$ cat src/rtl/branch_cmp_pkg.sv
// rtl/branch_cmp_pkg.sv - shared types and defaults for the sequential branch comparator
package branch_cmp_pkg;

    localparam int DATA_W_DEF  = 32;
    localparam int CHUNK_W_DEF = 8;

    typedef enum logic [1:0] {
        IDLE = 2'd0,
        RUN  = 2'd1,
        DONE = 2'd2
    } state_t;

    // Width of the chunk index register; never narrower than one bit
    function automatic int idx_width(input int n_chunks);
        return (n_chunks > 1) ? $clog2(n_chunks) : 1;
    endfunction

endpackage

$ cat src/rtl/chunk_cmp.sv
// rtl/chunk_cmp.sv - combinational unsigned comparator built as a recursive halving tree
module chunk_cmp #(
    parameter int W = 8
) (
    input  logic [W-1:0] i_a,
    input  logic [W-1:0] i_b,
    output logic         o_equal,
    output logic         o_less
);

    generate
        if (W == 1) begin : g_leaf
            // Single bit: a<b only when a=0 and b=1
            assign o_equal = (i_a[0] == i_b[0]);
            assign o_less  = ~i_a[0] & i_b[0];
        end else begin : g_node
            localparam int HI_W = W / 2;
            localparam int LO_W = W - HI_W;

            logic w_hi_eq;
            logic w_hi_lt;
            logic w_lo_eq;
            logic w_lo_lt;

            chunk_cmp #(.W(HI_W)) u_hi (
                .i_a     (i_a[W-1 -: HI_W]),
                .i_b     (i_b[W-1 -: HI_W]),
                .o_equal (w_hi_eq),
                .o_less  (w_hi_lt)
            );

            chunk_cmp #(.W(LO_W)) u_lo (
                .i_a     (i_a[LO_W-1:0]),
                .i_b     (i_b[LO_W-1:0]),
                .o_equal (w_lo_eq),
                .o_less  (w_lo_lt)
            );

            // Upper half decides unless it is equal, then the lower half decides
            assign o_equal = w_hi_eq & w_lo_eq;
            assign o_less  = w_hi_lt | (w_hi_eq & w_lo_lt);
        end
    endgenerate

endmodule

$ cat src/rtl/branch_cmp_seq.sv
// rtl/branch_cmp_seq.sv - chunk-serial signed/unsigned comparator; BRANCH_CMP_EARLY_EXIT_EN stops at first unequal chunk
module branch_cmp_seq
    import branch_cmp_pkg::*;
#(
    parameter int DATA_W  = DATA_W_DEF,
    parameter int CHUNK_W = CHUNK_W_DEF
) (
    input  logic              i_clk,
    input  logic              i_reset,
    input  logic              i_valid,
    output logic              o_ready,
    input  logic [DATA_W-1:0] i_a,
    input  logic [DATA_W-1:0] i_b,
    input  logic              i_unsigned,
    output logic              o_valid,
    input  logic              i_ready,
    output logic              o_equal,
    output logic              o_less,
    output logic              o_busy
);

    localparam int NCHUNK = DATA_W / CHUNK_W;
    localparam int IDX_W  = idx_width(NCHUNK);
    localparam logic [DATA_W-1:0] SIGN_MASK = DATA_W'(1) << (DATA_W - 1);

    generate
        if (CHUNK_W < 1 || (CHUNK_W & (CHUNK_W - 1)) != 0 || (DATA_W % CHUNK_W) != 0) begin : g_bad_cfg
            $error("branch_cmp_seq: CHUNK_W must be a power of two dividing DATA_W");
        end
    endgenerate

    state_t             r_state;
    state_t             w_next;
    logic [DATA_W-1:0]  r_a;
    logic [DATA_W-1:0]  r_b;
    logic [IDX_W-1:0]   r_idx;
    // Chunk result is registered before the FSM acts on it, so each
    // decision lands one cycle after its chunk is compared (n+1 latency)
    logic               r_pipe_vld;
    logic               r_pipe_eq;
    logic               r_pipe_lt;
    logic               r_pipe_last;
    logic               r_equal;
    logic               r_less;

    logic [CHUNK_W-1:0] w_ch_a;
    logic [CHUNK_W-1:0] w_ch_b;
    logic               w_ch_eq;
    logic               w_ch_lt;
    logic               w_accept;
    logic               w_eval;
    logic               w_finish;
    logic               w_res_eq;
    logic               w_res_lt;

    assign w_ch_a   = r_a[r_idx*CHUNK_W +: CHUNK_W];
    assign w_ch_b   = r_b[r_idx*CHUNK_W +: CHUNK_W];
    assign w_accept = (r_state == IDLE) & i_valid & ~i_reset;
    assign w_eval   = (r_state == RUN) & r_pipe_vld;

    chunk_cmp #(.W(CHUNK_W)) u_chunk_cmp (
        .i_a     (w_ch_a),
        .i_b     (w_ch_b),
        .o_equal (w_ch_eq),
        .o_less  (w_ch_lt)
    );

`ifdef BRANCH_CMP_EARLY_EXIT_EN
    assign w_finish = w_eval & (~r_pipe_eq | r_pipe_last);
    assign w_res_eq = r_pipe_eq;
    assign w_res_lt = r_pipe_lt;
`else
    logic r_found;
    logic r_found_lt;

    // Constant time: always scan to chunk 0, but the first difference wins
    assign w_finish = w_eval & r_pipe_last;
    assign w_res_eq = ~r_found & r_pipe_eq;
    assign w_res_lt = r_found ? r_found_lt : r_pipe_lt;

    // Remember the most significant unequal chunk seen so far
    always_ff @(posedge i_clk) begin
        if (i_reset || w_accept) begin
            r_found    <= 1'b0;
            r_found_lt <= 1'b0;
        end else if (w_eval && !r_pipe_eq && !r_found) begin
            r_found    <= 1'b1;
            r_found_lt <= r_pipe_lt;
        end
    end
`endif

    // State register
    always_ff @(posedge i_clk) begin
        if (i_reset) r_state <= IDLE;
        else         r_state <= w_next;
    end

    // Next-state logic
    always_comb begin
        w_next = r_state;
        case (r_state)
            IDLE:    if (w_accept) w_next = RUN;
            RUN:     if (w_finish) w_next = DONE;
            DONE:    if (i_ready)  w_next = IDLE;
            default: w_next = IDLE;
        endcase
    end

    // Operand latch, chunk scan and result capture
    always_ff @(posedge i_clk) begin
        if (i_reset) begin
            r_a         <= '0;
            r_b         <= '0;
            r_idx       <= '0;
            r_pipe_vld  <= 1'b0;
            r_pipe_eq   <= 1'b0;
            r_pipe_lt   <= 1'b0;
            r_pipe_last <= 1'b0;
            r_equal     <= 1'b0;
            r_less      <= 1'b0;
        end else if (w_accept) begin
            // Flipping the sign bit maps two's-complement order onto unsigned order
            r_a         <= i_unsigned ? i_a : (i_a ^ SIGN_MASK);
            r_b         <= i_unsigned ? i_b : (i_b ^ SIGN_MASK);
            r_idx       <= IDX_W'(NCHUNK - 1);
            r_pipe_vld  <= 1'b0;
            r_pipe_last <= 1'b0;
            r_equal     <= 1'b0;
            r_less      <= 1'b0;
        end else if (r_state == RUN) begin
            r_pipe_vld  <= 1'b1;
            r_pipe_eq   <= w_ch_eq;
            r_pipe_lt   <= w_ch_lt;
            r_pipe_last <= (r_idx == '0);
            if (r_idx != '0) r_idx <= r_idx - 1'b1;
            if (w_finish) begin
                r_equal <= w_res_eq;
                r_less  <= w_res_lt & ~w_res_eq;
            end
        end
    end

    // Outputs, forced low while reset is asserted
    always_comb begin
        o_ready = 1'b0;
        o_busy  = 1'b0;
        o_valid = 1'b0;
        o_equal = 1'b0;
        o_less  = 1'b0;
        if (!i_reset) begin
            o_ready = (r_state == IDLE);
            o_busy  = (r_state != IDLE);
            o_valid = (r_state == DONE);
            o_equal = (r_state == DONE) & r_equal;
            o_less  = (r_state == DONE) & r_less;
        end
    end

endmodule

$ cat config.mk
export PLATFORM = sky130hd
export DESIGN_NAME = branch_cmp_seq
export DESIGN_NICKNAME = d
export VERILOG_FILES = /design/src/rtl/branch_cmp_pkg.sv /design/src/rtl/chunk_cmp.sv /design/src/rtl/branch_cmp_seq.sv
export SDC_FILE = /design/constraint.sdc
export NUM_CORES = 1
export LEC_CHECK = 0
export CORE_UTILIZATION = 25
export DETAILED_ROUTE_END_ITERATION = 10
export PLACE_DENSITY = 0.45
export REMOVE_ABC_BUFFERS = 1
export SLEW_MARGIN = 20
export SYNTH_ARGS = -nofsm -noshare
export SYNTH_HDL_FRONTEND = slang
export SYNTH_SLANG_ARGS = --single-unit
$ cat constraint.sdc
create_clock -name i_clk -period 2.7 [get_ports i_clk]
set_clock_uncertainty 0.15 [all_clocks]
set_input_delay 0.405 -clock i_clk [delete_from_list [all_inputs] [get_ports i_clk]]
set_output_delay 0.405 -clock i_clk [all_outputs]
set_load 0.02 [all_outputs]
# Word level (Yosys, flattened, before mapping)
# Index checks and enable logic that the tools add are counted.
# classes
n_bitwise	51
n_mux	15
shifts	2
n_eq_ne	13
n_addsub	1
reduce_logical	16
# op_table
cell	count
2-to-1 mux 32 bit	2
variable part select 32 x 6 -> 8 bit	2
AND 1 bit	30
inverter 1 bit	14
2-to-1 mux 2 bit	6
equality test 1 bit	8
nonzero test 2 bit	4
bitwise OR 1 bit	7
2-to-1 mux 1 bit	6
!= test 2 bit (second input constant)	3
case mux 2 bit (3 select lines)	1
AND reduction 2 bit	3
logical NOT 2 bit	2
AND reduction 3 bit	1
equality test 2 x 1 -> 1 bit (second input constant)	1
equality test 2 bit (second input constant)	1
logical AND 1 bit	2
logical NOT 1 bit	2
OR reduction 2 bit	1
subtractor 2 x 1 -> 2 bit (second input constant)	1
logical OR 1 bit	1
# totals
out_inout_bits	5
reg_bits	76
inputBits	69

# Logic depth before layout (Yosys ltp)
# logic_depth
depth_word	9
mapped_depth	8
depth_no_buf	6

# Hierarchy
# Synthesis repeated with hierarchy kept, for this count alone.
# hier_totals
cells_unflattened	392
area_unflattened_um2	3418.3
# modules_own_cells
module	area_per_inst_um2	n_inst	cells_per_inst	seq_area_each_um2
branch_cmp_seq	3191.8	1	362	1521.5
chunk_cmp at u_chunk_cmp.g_node.u_hi.g_node.u_hi.g_node.u_hi ...	16.3	8	2	0.0
chunk_cmp at u_chunk_cmp ...	13.8	7	2	0.0

# Worst setup path before layout
# Ideal clock, no wire load.
# synth_path
path_type	register -> register
startpoint	register r_idx[1]
endpoint	register r_pipe_lt
arrival_time_ps	1897
setup_time_ps	131
synth_period_minus_slack_ps	2178
setup_slack_ps	522
path_stages_with_launch	8
cell_sequence	dfxtp_1 > buf_2 > buf_2 > mux4_2 > ha_1 > and3_1 > a221oi_1 > o22ai_1
# synth_via
elab_chain_cells	9
# synth_rtl
item	line_no	source
start, declared	branch_cmp_seq.sv:36	logic [IDX_W-1:0] r_idx;
start signal, assigned	branch_cmp_seq.sv:126	r_idx <= IDX_W'(NCHUNK - 1);
start signal, assigned	branch_cmp_seq.sv:136	if (r_idx != '0) r_idx <= r_idx - 1'b1;
variable part select 32 x 6 -> 8 bit	branch_cmp_seq.sv:56	assign w_ch_a = r_a[r_idx*CHUNK_W +: CHUNK_W];
inverter 1 bit	chunk_cmp.sv:15	assign o_less = ~i_a[0] & i_b[0];
AND 1 bit	chunk_cmp.sv:15	
AND 1 bit	chunk_cmp.sv:41	assign o_less = w_hi_lt | (w_hi_eq & w_lo_lt);
bitwise OR 1 bit	chunk_cmp.sv:41	
AND 1 bit	chunk_cmp.sv:41	
bitwise OR 1 bit	chunk_cmp.sv:41	
AND 1 bit	chunk_cmp.sv:41	
bitwise OR 1 bit (*)	chunk_cmp.sv:41	
end signal, assigned	branch_cmp_seq.sv:134	r_pipe_lt <= w_ch_lt;
end, declared	branch_cmp_seq.sv:41	logic r_pipe_lt;
# Every way passes the cells marked *; elsewhere a longest branch is shown, timed or not.
# A chain may end at the register's enable or synchronous reset.

# Final worst setup path
# layout_path
startpoint	input i_reset
endpoint	output o_ready
# layout_via
elab_chain_cells	1
# layout_rtl
item	line_no	source
start, declared	branch_cmp_seq.sv:9	input logic i_reset,
2-to-1 mux 1 bit	branch_cmp_seq.sv:151	if (!i_reset) begin
end, declared	branch_cmp_seq.sv:11	output logic o_ready,
# Every way passes these cells.

==> out/results.tsv <==
stage	metric	value	unit
outcome	outcome	finished clean	
synthesis	synth_xor_area_share	0.555	%
global_route	grt_max_degree	38	
setup_path	endpoint_kind	output pin	
setup_path	critical_path.slowest_cell	clkdlybuf4s50_1	
place	finalWeightedCongestion	0.675	
timing	max_slew.worst_pin.slew	0.504	ns
detailed_routing	drc	0	
global_route	grt_pass1_wl	11500	um
setup_path	worstSetupPathType	primary input to output pin	
detailed_routing	postRouteAntennaNets	0	
synthesis	synth-seq-cells	76	
die	dieHeight	114	um
setup_path	crit_path_max_incr_delay	0.65	ns
synthesis	synth.avg_cell_area	12.3	um2
timing	rsz0062_at_grt	false	
place	pre_cts_slack	0.249	ns
synthesis	ys_warn_count	0	
setup_path	worstPathRequired	2.14	ns
setup_path	r2r-end	r_pipe_lt	
clock_tree	cts_root_buffer	clkbuf_16	
detailed_routing	post_drt_wl_per_cell	14.1	um
timing	post-route-period-util	91.0	%
clock_tree	htree_levels	3	
synthesis	synth_flop_cell	dfxtp_1	
die	pin_count	74	
clock_tree	postCtsSetupRepairBufs	0	
final_layout	antenna_cells	0	
power_and_ir_drop	leakagePower	0.00165	uW
detailed_routing	drt-pass1-iter-count	4	
power_and_ir_drop	power_density	661	nW/um2
synthesis	synthArstFlopShare	0	%
setup_path	start_kind	primary input	
die	start_util	25.9	%
hold_path	min_path_cells	2	
synthesis	synth_top_family_by_area	compound AO/OA/AOI/OAI gates	
synthesis	ys_seq_area_share	48.2	%
timing	fin_tns_setup	0	ns
clock_tree	worst_skew_pair.late_latency	0.32	ns
timing	relSlewSlack	66.4	%
setup_path	r2r_setup_slack	0.32	ns
detailed_routing	vias	2296	
setup_path	path_cells	clkdlybuf4s50_1 -> buf_4 -> nor3_1 -> clkdlybuf4s50_1	
global_route	grt_overflow	0	
clock_tree	cts_tree	built	
synthesis	yosysTopAreaCellShare	48.2	%
detailed_routing	routed_via_density	4.57	
die	fp-row-count	40	
synthesis	synth_edf_count	0	
setup_path	cp_data_arrival_time	1.90	ns
power_and_ir_drop	peakVddDrop	0.275	mV
setup_path	path_common_cell	clkdlybuf4s50_1	
clock_tree	clockBufferDepth	2	
final_layout	nNetsFinal	408	
timing	hold_viol_final	0	
timing	period_minus_slack	2.46	ns
die	die_w	114	um
clock_tree	cts_hold_buf	0	
detailed_routing	drt-total-wl	7060	um
synthesis	synthMuxAreaShare	11.7	%
place	port_buffers	73	
synthesis	synth-simple-area-share	7.22	%
synthesis	synth_fa_ha_area_share	3.57	%
global_route	antenna_found_initial	0	
die	core	12200	um2
hold_path	holdCritPathClass	flip-flop to flip-flop	
clock_tree	cts_made_buffers	9	
timing	drv_slew	0	
setup_path	ff2ff_path_depth	6	
place	hpwl	4960	um
setup_path	critPathMaxFanout	11	
synthesis	synth_area	3150	um2
global_route	grt_pass1_vias	2298	
synthesis	syn_inst	257	
final_layout	utilization	35.5	%
detailed_routing	drt_iter0_markers	94	
hold_path	worst_hold_startpoint	r_a[31]	
synthesis	ys_top_cells_by_area	dfxtp_1 48%, a22o_1 17%, mux4_2 11%	
clock_tree	cts.clk_slew.worst_paths	0.06	ns
clock_tree	cts.sinks	76	
hold_path	holdPathEnd	r_a[31]	
final_layout	area_growth	36.9	%
timing	setup_viol	0	
synthesis	synth_commonest_cells	76 x dfxtp_1, 63 x a22o_1, 16 x mux4_2	
clock_tree	postCtsResizedCells	0	
final_layout	drive_gt1_share	14.1	%
synthesis	synth_compound_area_share	22.2	%
global_route	grt_usage	11.5	%
die	die-area	13100	um2
synthesis	synth_cell_types	39	
synthesis	synth_most_common_cell	dfxtp_1	
synthesis	yosys.area.top_type	dfxtp_1	
setup_path	reg2reg_from	r_idx[1]	
timing	layout_setup_ws	0.242	ns
timing	max_freq	0.407	GHz
flow_run	drv_cap	0	
final_layout	fillers	1198	
## registers in the layout, indices dropped and copies added (netlist names), 2 cells and up
register / flops
r_b: 32
r_state: 2
r_a: 32
r_idx: 2
## through the flow
| stage | area [um2] | power (uW) | instances | hold WS, ns |
|---|---|---|---|---|
| 6_report | 4320 | 2850 | 502 | 0.311 |
| 3_5_place_dp | 4010 | 1690 | 487 | 0.306 |
| 3_3_place_gp | 4010 | 1680 | 487 | 0.288 |
| 5_1_grt | 4320 | 3000 | 502 | 0.334 |
| 4_1_cts | 4310 | 2900 | 502 | 0.314 |
| 2_1_floorplan | 2990 | 1480 | 236 | 0.275 |
## worst max-delay path: cells and delay by family
kind | cells | cell delay [ns]
and+or+nand+nor | 1 | 0.21
buffers and inverters | 3 | 1.29
## layout by cell type (no fill, tap or decap), types with 7 or more instances in the layout
cell	n
a22o_1	63
ha_1	9
clkdlybuf4s50_1	73
nand2_1	7
dfxtp_1	76
a21oi_1	7
buf_4	10
inv_1	12
mux4_2	16
clkbuf_16	9
nor2_1	8
## worst max path at each step
stage | depth (start not counted) | from | endpoint | slack [ns]
2_1_floorplan | 2 | r_state[0] | r_a[31] | 0.12
3_3_place_gp | 4 | i_reset | o_equal | 0.26
3_5_place_dp | 4 | i_reset | o_equal | 0.25
4_1_cts | 3 | r_state[1] | o_equal | 0.12
5_1_grt | 3 | r_state[1] | o_equal | 0.11
6_report | 4 | i_reset | o_ready | 0.24
## layer usage
layer	track usage (%)	vias up	wire length (um)
li1	-	1136	-
met3	3.60	6	359
met5	0	-	0
met1	15.3	1098	3580
met4	3.64	0	63
met2	17.7	56	3070
## logic make-up after synthesis
| family | after synthesis |
|---|---|
| AND/OR/NAND/NOR | 35 |
| adder cells (fa/ha/maj) | 9 |
| multiplexers | 17 |
| buffers and inverters | 33 |
| XOR/XNOR | 2 |
| flip-flops | 76 |
| AO/OA/AOI/OAI | 85 |
## cell type report
type / count / area, um2 / area share (%)
Timing Repair Buffer: 83 / 806 / 18.7
Clock buffer: 11 / 253 / 5.86
Tap cell: 168 / 210 / 4.87
Sequential cell: 76 / 1520 / 35.2
Inverter: 12 / 45.0 / 1.04
Multi-Input combinational cell: 148 / 1430 / 33.2
Clock inverter: 4 / 48.8 / 1.13
## report_power, final
group	leakage [uW]	internal, uW	switching (uW)	total, uW
Sequential	0.000624	1190	46.2	1240
Combinational	0.000872	244	169	413
Clock	0.000151	759	440	1200
Total	0.00165	2200	655	2850
No activity file was read; power rests on OpenSTA's default activity.
